[config.mk]
export PLATFORM = sky130hd
export DESIGN_NAME = msk_aes_output_collector
export DESIGN_NICKNAME = d
export VERILOG_FILES = /design/src/rtl/msk_aes_output_collector_pkg.sv /design/src/rtl/msk_aes_output_collector_unmask.sv /design/src/rtl/msk_aes_output_collector.sv
export SDC_FILE = /design/constraint.sdc
export NUM_CORES = 1
export LEC_CHECK = 0
export BUFFER_PORTS_ARGS = -buffer_cell sky130_fd_sc_hd__buf_4
export CORE_AREA = 5 5 249 251
export DETAILED_ROUTE_END_ITERATION = 16
export DIE_AREA = 0 0 254 256
export GPL_TIMING_DRIVEN = 0
export SLEW_MARGIN = 40
export SYNTH_ARGS = -nofsm -noshare
export SYNTH_HDL_FRONTEND = slang
export SYNTH_HIERARCHICAL = 1
export SYNTH_SLANG_ARGS = --single-unit
[constraint.sdc]
create_clock -name clk -period 3.5 [get_ports clk]
set_input_delay 0.35 -clock clk [delete_from_list [all_inputs] [get_ports clk]]
set_output_delay 0.35 -clock clk [all_outputs]
set_load 0.03 [all_outputs]
[src/rtl/msk_aes_output_collector_pkg.sv]
// Shared definitions for the masked AES output collector.
//   AES_W  : AES-128 block width in bits
//   clog2  : ceiling log2, usable in parameter expressions
//   sh_idx : position of share j of bit i in a d-share bus (i*d + j)
package msk_aes_output_collector_pkg;

  localparam int AES_W = 128;

  function automatic int clog2(input int n);
    int r;
    r = 0;
    while ((1 << r) < n) r++;
    return r;
  endfunction

  function automatic int sh_idx(input int i, input int j, input int d);
    return i * d + j;
  endfunction

endpackage

[src/rtl/msk_aes_output_collector_unmask.sv]
// msk_unmask: recombines a d-share bus into plain bits.
//   in_sh     : count*d shared bits, share j of bit i at i*d+j
//   out_plain : count plain bits, out_plain[i] = XOR over j of in_sh[i*d+j]
// This is the only place where shares of a bit are combined.
module msk_unmask
  import msk_aes_output_collector_pkg::*;
#(
  parameter int d     = 2,
  parameter int count = AES_W
) (
  input  logic [count*d-1:0] in_sh,
  output logic [count-1:0]   out_plain
);

  always_comb begin
    out_plain = '0;
    for (int i = 0; i < count; i++) begin
      for (int j = 0; j < d; j++) begin
        out_plain[i] = out_plain[i] ^ in_sh[sh_idx(i, j, d)];
      end
    end
  end

endmodule

[src/rtl/msk_aes_output_collector.sv]
// msk_aes_output_collector: captures shared AES ciphertext pulses into a
// DEPTH-entry masked FIFO, presents the head entry over valid/ready in shared
// and unmasked form, and grants launch credits to the upstream core.
//   clk, nrst        : clock, synchronous active-low reset
//   clear            : synchronous flush (storage contents kept)
//   issue            : upstream launched one encryption
//   issue_allow      : a buffer slot is guaranteed for another launch
//   in_valid/in_sh_ct: ciphertext pulse and its shared value
//   ct_valid/ct_ready: head entry handshake
//   ct_sh/ct_data    : head entry, shared and recombined
//   count            : occupied entries
//   overflow         : sticky drop / credit protocol error flag
module msk_aes_output_collector
  import msk_aes_output_collector_pkg::*;
#(
  parameter int d     = 2,
  parameter int DEPTH = 2
) (
  input  logic                            clk,
  input  logic                            nrst,
  input  logic                            clear,
  input  logic                            issue,
  output logic                            issue_allow,
  input  logic                            in_valid,
  input  logic [AES_W*d-1:0]              in_sh_ct,
  output logic                            ct_valid,
  input  logic                            ct_ready,
  output logic [AES_W*d-1:0]              ct_sh,
  output logic [AES_W-1:0]                ct_data,
  output logic [clog2(DEPTH+1)-1:0]       count,
  output logic                            overflow
);

  localparam int CW = clog2(DEPTH + 1);
  localparam int PW = (DEPTH > 1) ? clog2(DEPTH) : 1;
  localparam int SW = AES_W * d;
  localparam logic [CW-1:0] DEPTH_C  = CW'(DEPTH);
  localparam logic [PW-1:0] PTR_LAST = PW'(DEPTH - 1);

  logic [CW-1:0] count_q, count_d;
  logic [CW-1:0] inflight_q, inflight_d;
  logic [PW-1:0] wr_ptr_q, wr_ptr_d;
  logic [PW-1:0] rd_ptr_q, rd_ptr_d;
  logic          overflow_q, overflow_d;
  logic [SW-1:0] mem_q [DEPTH];
  logic [SW-1:0] mem_d [DEPTH];

  logic pop, push;

  assign ct_valid = (count_q != '0);
  assign pop      = ct_valid & ct_ready;
  // A pop in the same cycle frees the slot, so a full buffer still accepts.
  assign push     = in_valid & ((count_q < DEPTH_C) | pop);

  always_comb begin
    count_d    = count_q;
    inflight_d = inflight_q;
    wr_ptr_d   = wr_ptr_q;
    rd_ptr_d   = rd_ptr_q;
    overflow_d = overflow_q;
    mem_d      = mem_q;

    if (clear) begin
      count_d    = '0;
      inflight_d = '0;
      wr_ptr_d   = '0;
      rd_ptr_d   = '0;
      overflow_d = 1'b0;
    end else begin
      // Popped entry is scrubbed; a push to the same slot below overrides it.
      if (pop) begin
        mem_d[rd_ptr_q] = '0;
        rd_ptr_d        = (rd_ptr_q == PTR_LAST) ? '0 : rd_ptr_q + 1'b1;
      end
      if (push) begin
        mem_d[wr_ptr_q] = in_sh_ct;
        wr_ptr_d        = (wr_ptr_q == PTR_LAST) ? '0 : wr_ptr_q + 1'b1;
      end else if (in_valid) begin
        overflow_d = 1'b1;
      end

      if (push && !pop)      count_d = count_q + 1'b1;
      else if (pop && !push) count_d = count_q - 1'b1;

      if (issue && !in_valid) begin
        if (inflight_q < DEPTH_C) inflight_d = inflight_q + 1'b1;
        else                      overflow_d = 1'b1;
      end else if (in_valid && !issue) begin
        if (inflight_q != '0) inflight_d = inflight_q - 1'b1;
      end
    end
  end

  always_ff @(posedge clk) begin
    if (!nrst) begin
      count_q    <= '0;
      inflight_q <= '0;
      wr_ptr_q   <= '0;
      rd_ptr_q   <= '0;
      overflow_q <= 1'b0;
      for (int k = 0; k < DEPTH; k++) mem_q[k] <= '0;
    end else begin
      count_q    <= count_d;
      inflight_q <= inflight_d;
      wr_ptr_q   <= wr_ptr_d;
      rd_ptr_q   <= rd_ptr_d;
      overflow_q <= overflow_d;
      for (int k = 0; k < DEPTH; k++) mem_q[k] <= mem_d[k];
    end
  end

  // Credits count both stored and still-in-flight results; widened to avoid wrap.
  assign issue_allow = ({1'b0, count_q} + {1'b0, inflight_q}) < {1'b0, DEPTH_C};
  assign count       = count_q;
  assign overflow    = overflow_q;
  assign ct_sh       = mem_q[rd_ptr_q];

  msk_unmask #(
    .d     (d),
    .count (AES_W)
  ) u_unmask (
    .in_sh     (ct_sh),
    .out_plain (ct_data)
  );

endmodule

=== Yosys cells after proc, flatten, opt, wreduce, memory -nomap -nowiden ===
Index checks and enable logic that the tools add are counted.

* Bits in registers: 519
* Input port bits: 262
* Output and inout port bits: 389
* Word-level logic and storage cells: 198

* $add $sub $neg: 7
* Order comparisons: 7
* Equality and inequality tests: 1
* Muxes and demuxes: 23
* Bitwise operators: 136
* Reductions and logical operators: 17

{| class="wikitable"
|+ Operators by type and width
! kind !! number
|-
| 2-to-1 mux 512 bit || 3
|-
| 2-to-1 mux 256 bit || 5
|-
| bitwise AND 512 bit || 1
|-
| bitwise mux 512 bit || 1
|-
| demux 256 bit (select 1 bit) || 2
|-
| NOT 512 bit || 1
|-
| bitwise XOR 1 bit || 128
|-
| 2-to-1 mux 2 bit || 6
|-
| nonzero test 2 bit || 5
|-
| logical AND 1 bit || 6
|-
| 2-to-1 mux 1 bit || 6
|-
| adder 2 x 1 -> 2 bit, second input constant || 2
|-
| >= comparator 2 bit, second input constant || 2
|-
| zero test 1 bit || 4
|-
| < comparator 2 x 1 -> 1 bit, second input constant || 2
|-
| < comparator 2 bit, second input constant || 2
|-
| NOT 1 -> 2 bit || 2
|-
| subtractor 2 x 1 -> 2 bit, second input constant || 2
|-
| adder 2 x 2 -> 3 bit || 1
|-
| < comparator 3 x 2 -> 1 bit, second input constant || 1
|-
| AND reduction 3 bit || 1
|-
| adder 1 bit, second input constant || 2
|-
| bitwise AND 1 bit || 2
|-
| != test 2 x 1 -> 1 bit, second input constant || 1
|-
| 3 further kinds || 3
|}

=== Logic depth before layout (Yosys ltp) ===
* Word-level depth: 11
* Depth in mapped cells: 7
* Gate-level depth less buffers: 5

=== Hierarchy ===
Netlist, hierarchy kept.

{| class="wikitable"
|+ By module, submodules not included
! module !! times used !! cells an instance !! area an instance (µm²) !! sequential area each (µm²)
|-
| msk_aes_output_collector || 1 || 2334 || 20693.6 || 10390.0
|-
| msk_unmask || 1 || 128 || 1121.1 || 0.0
|}

=== Worst setup path after synthesis ===
OpenSTA, ideal clock, no wires.

* Kind: flip-flop to output port
* From: register rd_ptr_q
* To: output ct_data[108]
* Data arrival time: 2.165 ns
* Required time: 3.150 ns
* Setup slack: 0.985 ns
* Stages on the path, launching flop included: 6
* Path buffers: 3
* Cell sequence: dfxtp_1 -> clkbuf_1 -> clkbuf_1 -> clkbuf_1 -> mux2_2 -> xor2_1

* Word-level cells in the longest chain between the ends: 5

{| class="wikitable"
|+ RTL lines
! element !! RTL line !! text
|-
| start, declared || msk_aes_output_collector.sv:43 || <nowiki>logic [PW-1:0] rd_ptr_q, rd_ptr_d;</nowiki>
|-
| start signal, assigned || msk_aes_output_collector.sv:106 || <nowiki>rd_ptr_q <= rd_ptr_d;</nowiki>
|-
| NOT 1 -> 2 bit (not written as such) || msk_aes_output_collector.sv:116 || <nowiki>assign ct_sh = mem_q[rd_ptr_q];</nowiki>
|-
| 2-to-1 mux 256 bit (not written as such) (3 in series) || msk_aes_output_collector.sv:116 ||
|-
| via ct_sh[217] || msk_aes_output_collector.sv:28 || <nowiki>output logic [AES_W*d-1:0] ct_sh,</nowiki>
|-
| bitwise XOR 1 bit || msk_aes_output_collector_unmask.sv:19 || <nowiki>out_plain[i] = out_plain[i] ^ in_sh[sh_idx(i, j, d)];</nowiki>
|-
| end, declared || msk_aes_output_collector.sv:29 || <nowiki>output logic [AES_W-1:0] ct_data,</nowiki>
|}

The timed path passes the listed nets, and every way through them passes these cells. The select of a mux whose other input is x is not followed.

=== Final worst setup path ===
* From: register rd_ptr_q
* To: output ct_data[15]

* Word-level cells in the longest chain between the ends: 5

{| class="wikitable"
|+ RTL lines
! element !! RTL line
|-
| NOT 1 -> 2 bit (not written as such) || msk_aes_output_collector.sv:116
|-
| 2-to-1 mux 256 bit (not written as such) (3 in series) || msk_aes_output_collector.sv:116
|-
| bitwise XOR 1 bit || msk_aes_output_collector_unmask.sv:19
|}

No other way between the ends. The select of a mux whose other input is x is not followed.

==> results.md <==
- HPWL after DPL: 65.9 mm
- DR vias: 21600
- XOR/XNOR Fraction of Synth Area: 5.22%
- Cts bufs inserted: 55
- Adder-cell share of the synthesized area: 0.149%
- FFs w/ async S/R, synth: 0%
- Commonest non-fill, non-tap cells in the layout: 770 x nand2_1, 655 x buf_4, 519 x dfxtp_1
- Worst slew pin tran: 0.802 ns
- EDFF count, synth: 0
- Crit path launch type: register
- Mean routed wirelength per cell: 21.9 µm
- Cell mode on critical path: clkbuf_2
- Register area share after synthesis: 47.6%
- Count of final setup violators: 0
- Row cnt: 90
- Syn_area_per_cell: 8.86 µm²
- Syn nets: 2726
- Power share of the clock group: 41.1%
- Crit path DAT: 2.96 ns
- Max-slew violations: 0
- Yosys warnings: 6
- Worst-path maximum fanout: 10
- Largest stage delay, worst path: 0.42 ns
- Yosys cell types: 32
- Clock Latency Late Sink: 0.60 ns
- Most Crowded Layer GR: met2
- Period Utilization, post-route: 94.4%
- Post-CTS setup buffers: 0
- Register-to-register setup slack: 1.08 ns
- Max clock buf depth: 3
- Commonest non-fill, non-tap cell in the layout: nand2_1
- Worst-path cell with the longest stage delay: clkbuf_2
- Sequential power share: 41.7%
- Largest net degree at the start of global routing: 14
- CP required: 3.15 ns
- Pwr Density: 502 nW/µm²
- Critical path class: register to output port
- Pleak: 0.0132 µW
- Starting Density: 36.6%
- Largest family of logic cells by synthesized area: compound AO/OA/AOI/OAI gates
- Die Ht: 256 µm
- Share of cells above drive strength 1: 35.1%
- Setup tns final: 0 ns
- RSZ-0062 raised after global routing: false
- Total congestion overflow: 0
- Critical-path cell list: clkbuf_1, clkbuf_2, clkbuf_2, mux2_2, xor2_1, buf_4
- Root Driver: clkbuf_16
- DR pass1 iterations: 5
- Detailed Route WL: 87.7 mm
- Clk sinks: 519
- Core area: 59700 µm²
- DR iter-0 viols: 1301
- Compound-Gate Fraction of Synth Area: 15.2%
- IO Count: 651
- Max Fclk: 303 MHz
- Net Sw Frac: 27.7%
- First-pass GRT wire length: 130 mm
- CTS tree: built
- Via density per instance: 5.41
- Initial antenna violation count: 11
- Max IR drop VDD: 0.424 mV
- Met2 Usage GRT: 43.6%
- Clk_skew: 0.0101 ns
- Hold Vio Cnt, Final: 0
- Mapped Area: 21800 µm²
- IO buf count: 648
- H-tree levels: 2
- Fin util: 49.6%
- GR Util All Layers: 25.0%
- Psw: 4130 µW
- DR DRC count: 0
- Routed Antenna Nets: 0
- Type of the worst min-delay path: primary input to register
- Routability-driven placement congestion ratio: 0.905
- Layout area overhead: 35.8%
- Area of the die: 65000 µm²
- Multiplexer share of the synthesized area: 13.3%
- Global Route met3 Usage: 5.68%
- Yosys reg bits: 519
- Comb power frac: 17.2%
- Main synth FF type: dfxtp_1
- Slew Limit Headroom: 46.5%
- Internal power: 10700 µW
- # hold bufs at CTS: 0
- Met1 Track Usage GR: 31.0%
- Syn Inst Count: 2462
- Die width: 254 µm
- Simple-gate area share of the yosys netlist: 13.8%
- Crit. End Element: output port
- Layout Nets: 3433
- Period minus WS final: 3.31 ns
- Clock-pin slew on the worst setup and hold paths: 0.06 ns
- Outcome: finished clean
- Number of global-route vias before repair: 21800
- Max-Cap Viols: 0
[repair_timing]
action                                  CTS  global route
resized for setup                         5            12
endpoints found under the setup margin   59             7
cloned                                    0             0
[power by group through the flow]
stage                     Combinational, µW  Sequential, µW  Clock, µW
after floorplan                        1470            6300          0
after global placement                 2530            6310          0
after detailed placement               2550            6320          0
after CTS                              2560            6200       6210
after global routing                   2700            6210       6430
final                                  2560            6200       6110
[area by class of cell]
cell class              instances  area (µm²)
diodes                          4        10.0
well taps                     782         978
clock buffers                  85        1700
fillers                      5653       30100
clock inverters                16         215
multi-input cells            1708       10400
inverters                       4        15.0
repair buffers                650        4880
plain buffers                 231        1040
flip-flops and latches        519       10400
[worst max-delay path, delay by kind of cell (launching register included)]
kind / cells / cell delay [ns]
multiplexers: 1 / 0.42
XOR/XNOR: 1 / 0.34
buffers and inverters: 4 / 1.29
flip-flops: 1 / 0.30
[path summary, 6_finish.rpt]
check                     start     endpoint  cells past startpoint
setup / recovery       rd_ptr_q  ct_data[15]                      6
hold / removal    in_sh_ct[159]   mem_q[415]                      3
setup reg to reg       count[1]   mem_q[373]                      6
hold reg to reg       mem_q[44]    mem_q[44]                      2
[registers in the layout, indices dropped and copies added, names as in the netlist]
| signal | cells |
|---|---|
| count | 2 |
| inflight_q | 2 |
| mem_q | 512 |
| overflow | 1 |
| rd_ptr_q | 1 |
| wr_ptr_q | 1 |
[per-layer routing]
metal	up-vias	part of all wire (%)	wire, µm
met5	-	0.13	116
met4	14	2.9	2520
met3	152	7.7	6730
met2	938	50	43800
met1	10500	39	34600
li1	10000	-	-
[cells in the mapped netlist (2+ instances only)]
cell	count	share of area [%]
nand2_1	770	13
dfxtp_1	519	48
o22ai_1	512	15
mux2_2	256	13
xor2_1	129	5.2
clkbuf_1	121	2.1
buf_2	103	2.4
o21ai_0	9	0.21
buf_4	6	0.21
a21oi_1	5	0.11
and2_1	3	0.086
inv_1	3	0.052
nand2b_1	3	0.086
nor2b_1	3	0.086
nor2_1	2	0.034
or3_1	2	0.057
[through the flow]
stage	instances	area [µm²]	worst slack (ns)	total power, µW	hold slack (ns)
final	3999	29600	0.195	14900	0.0444
after CTS	3993	29600	0.00311	15000	0.000811
after global routing	3998	29600	0.00237	15300	0.0185
after detailed placement	3892	27700	0.353	8880	0.444
after global placement	3892	27700	0.127	8840	0.438
after floorplan	2462	21800	0.985	7760	0.432
[cells by family (layout without fill, tap and decap cells)]
group	count (synthesis)	in the layout
simple gates	789	789
fa+ha+maj	2	2
compound gates	530	530
xor+xnor	130	130
buf+inv	235	986
other cells	0	4
mux	257	257
flops	519	519
Note: power is estimated with default switching activity, not from simulation.
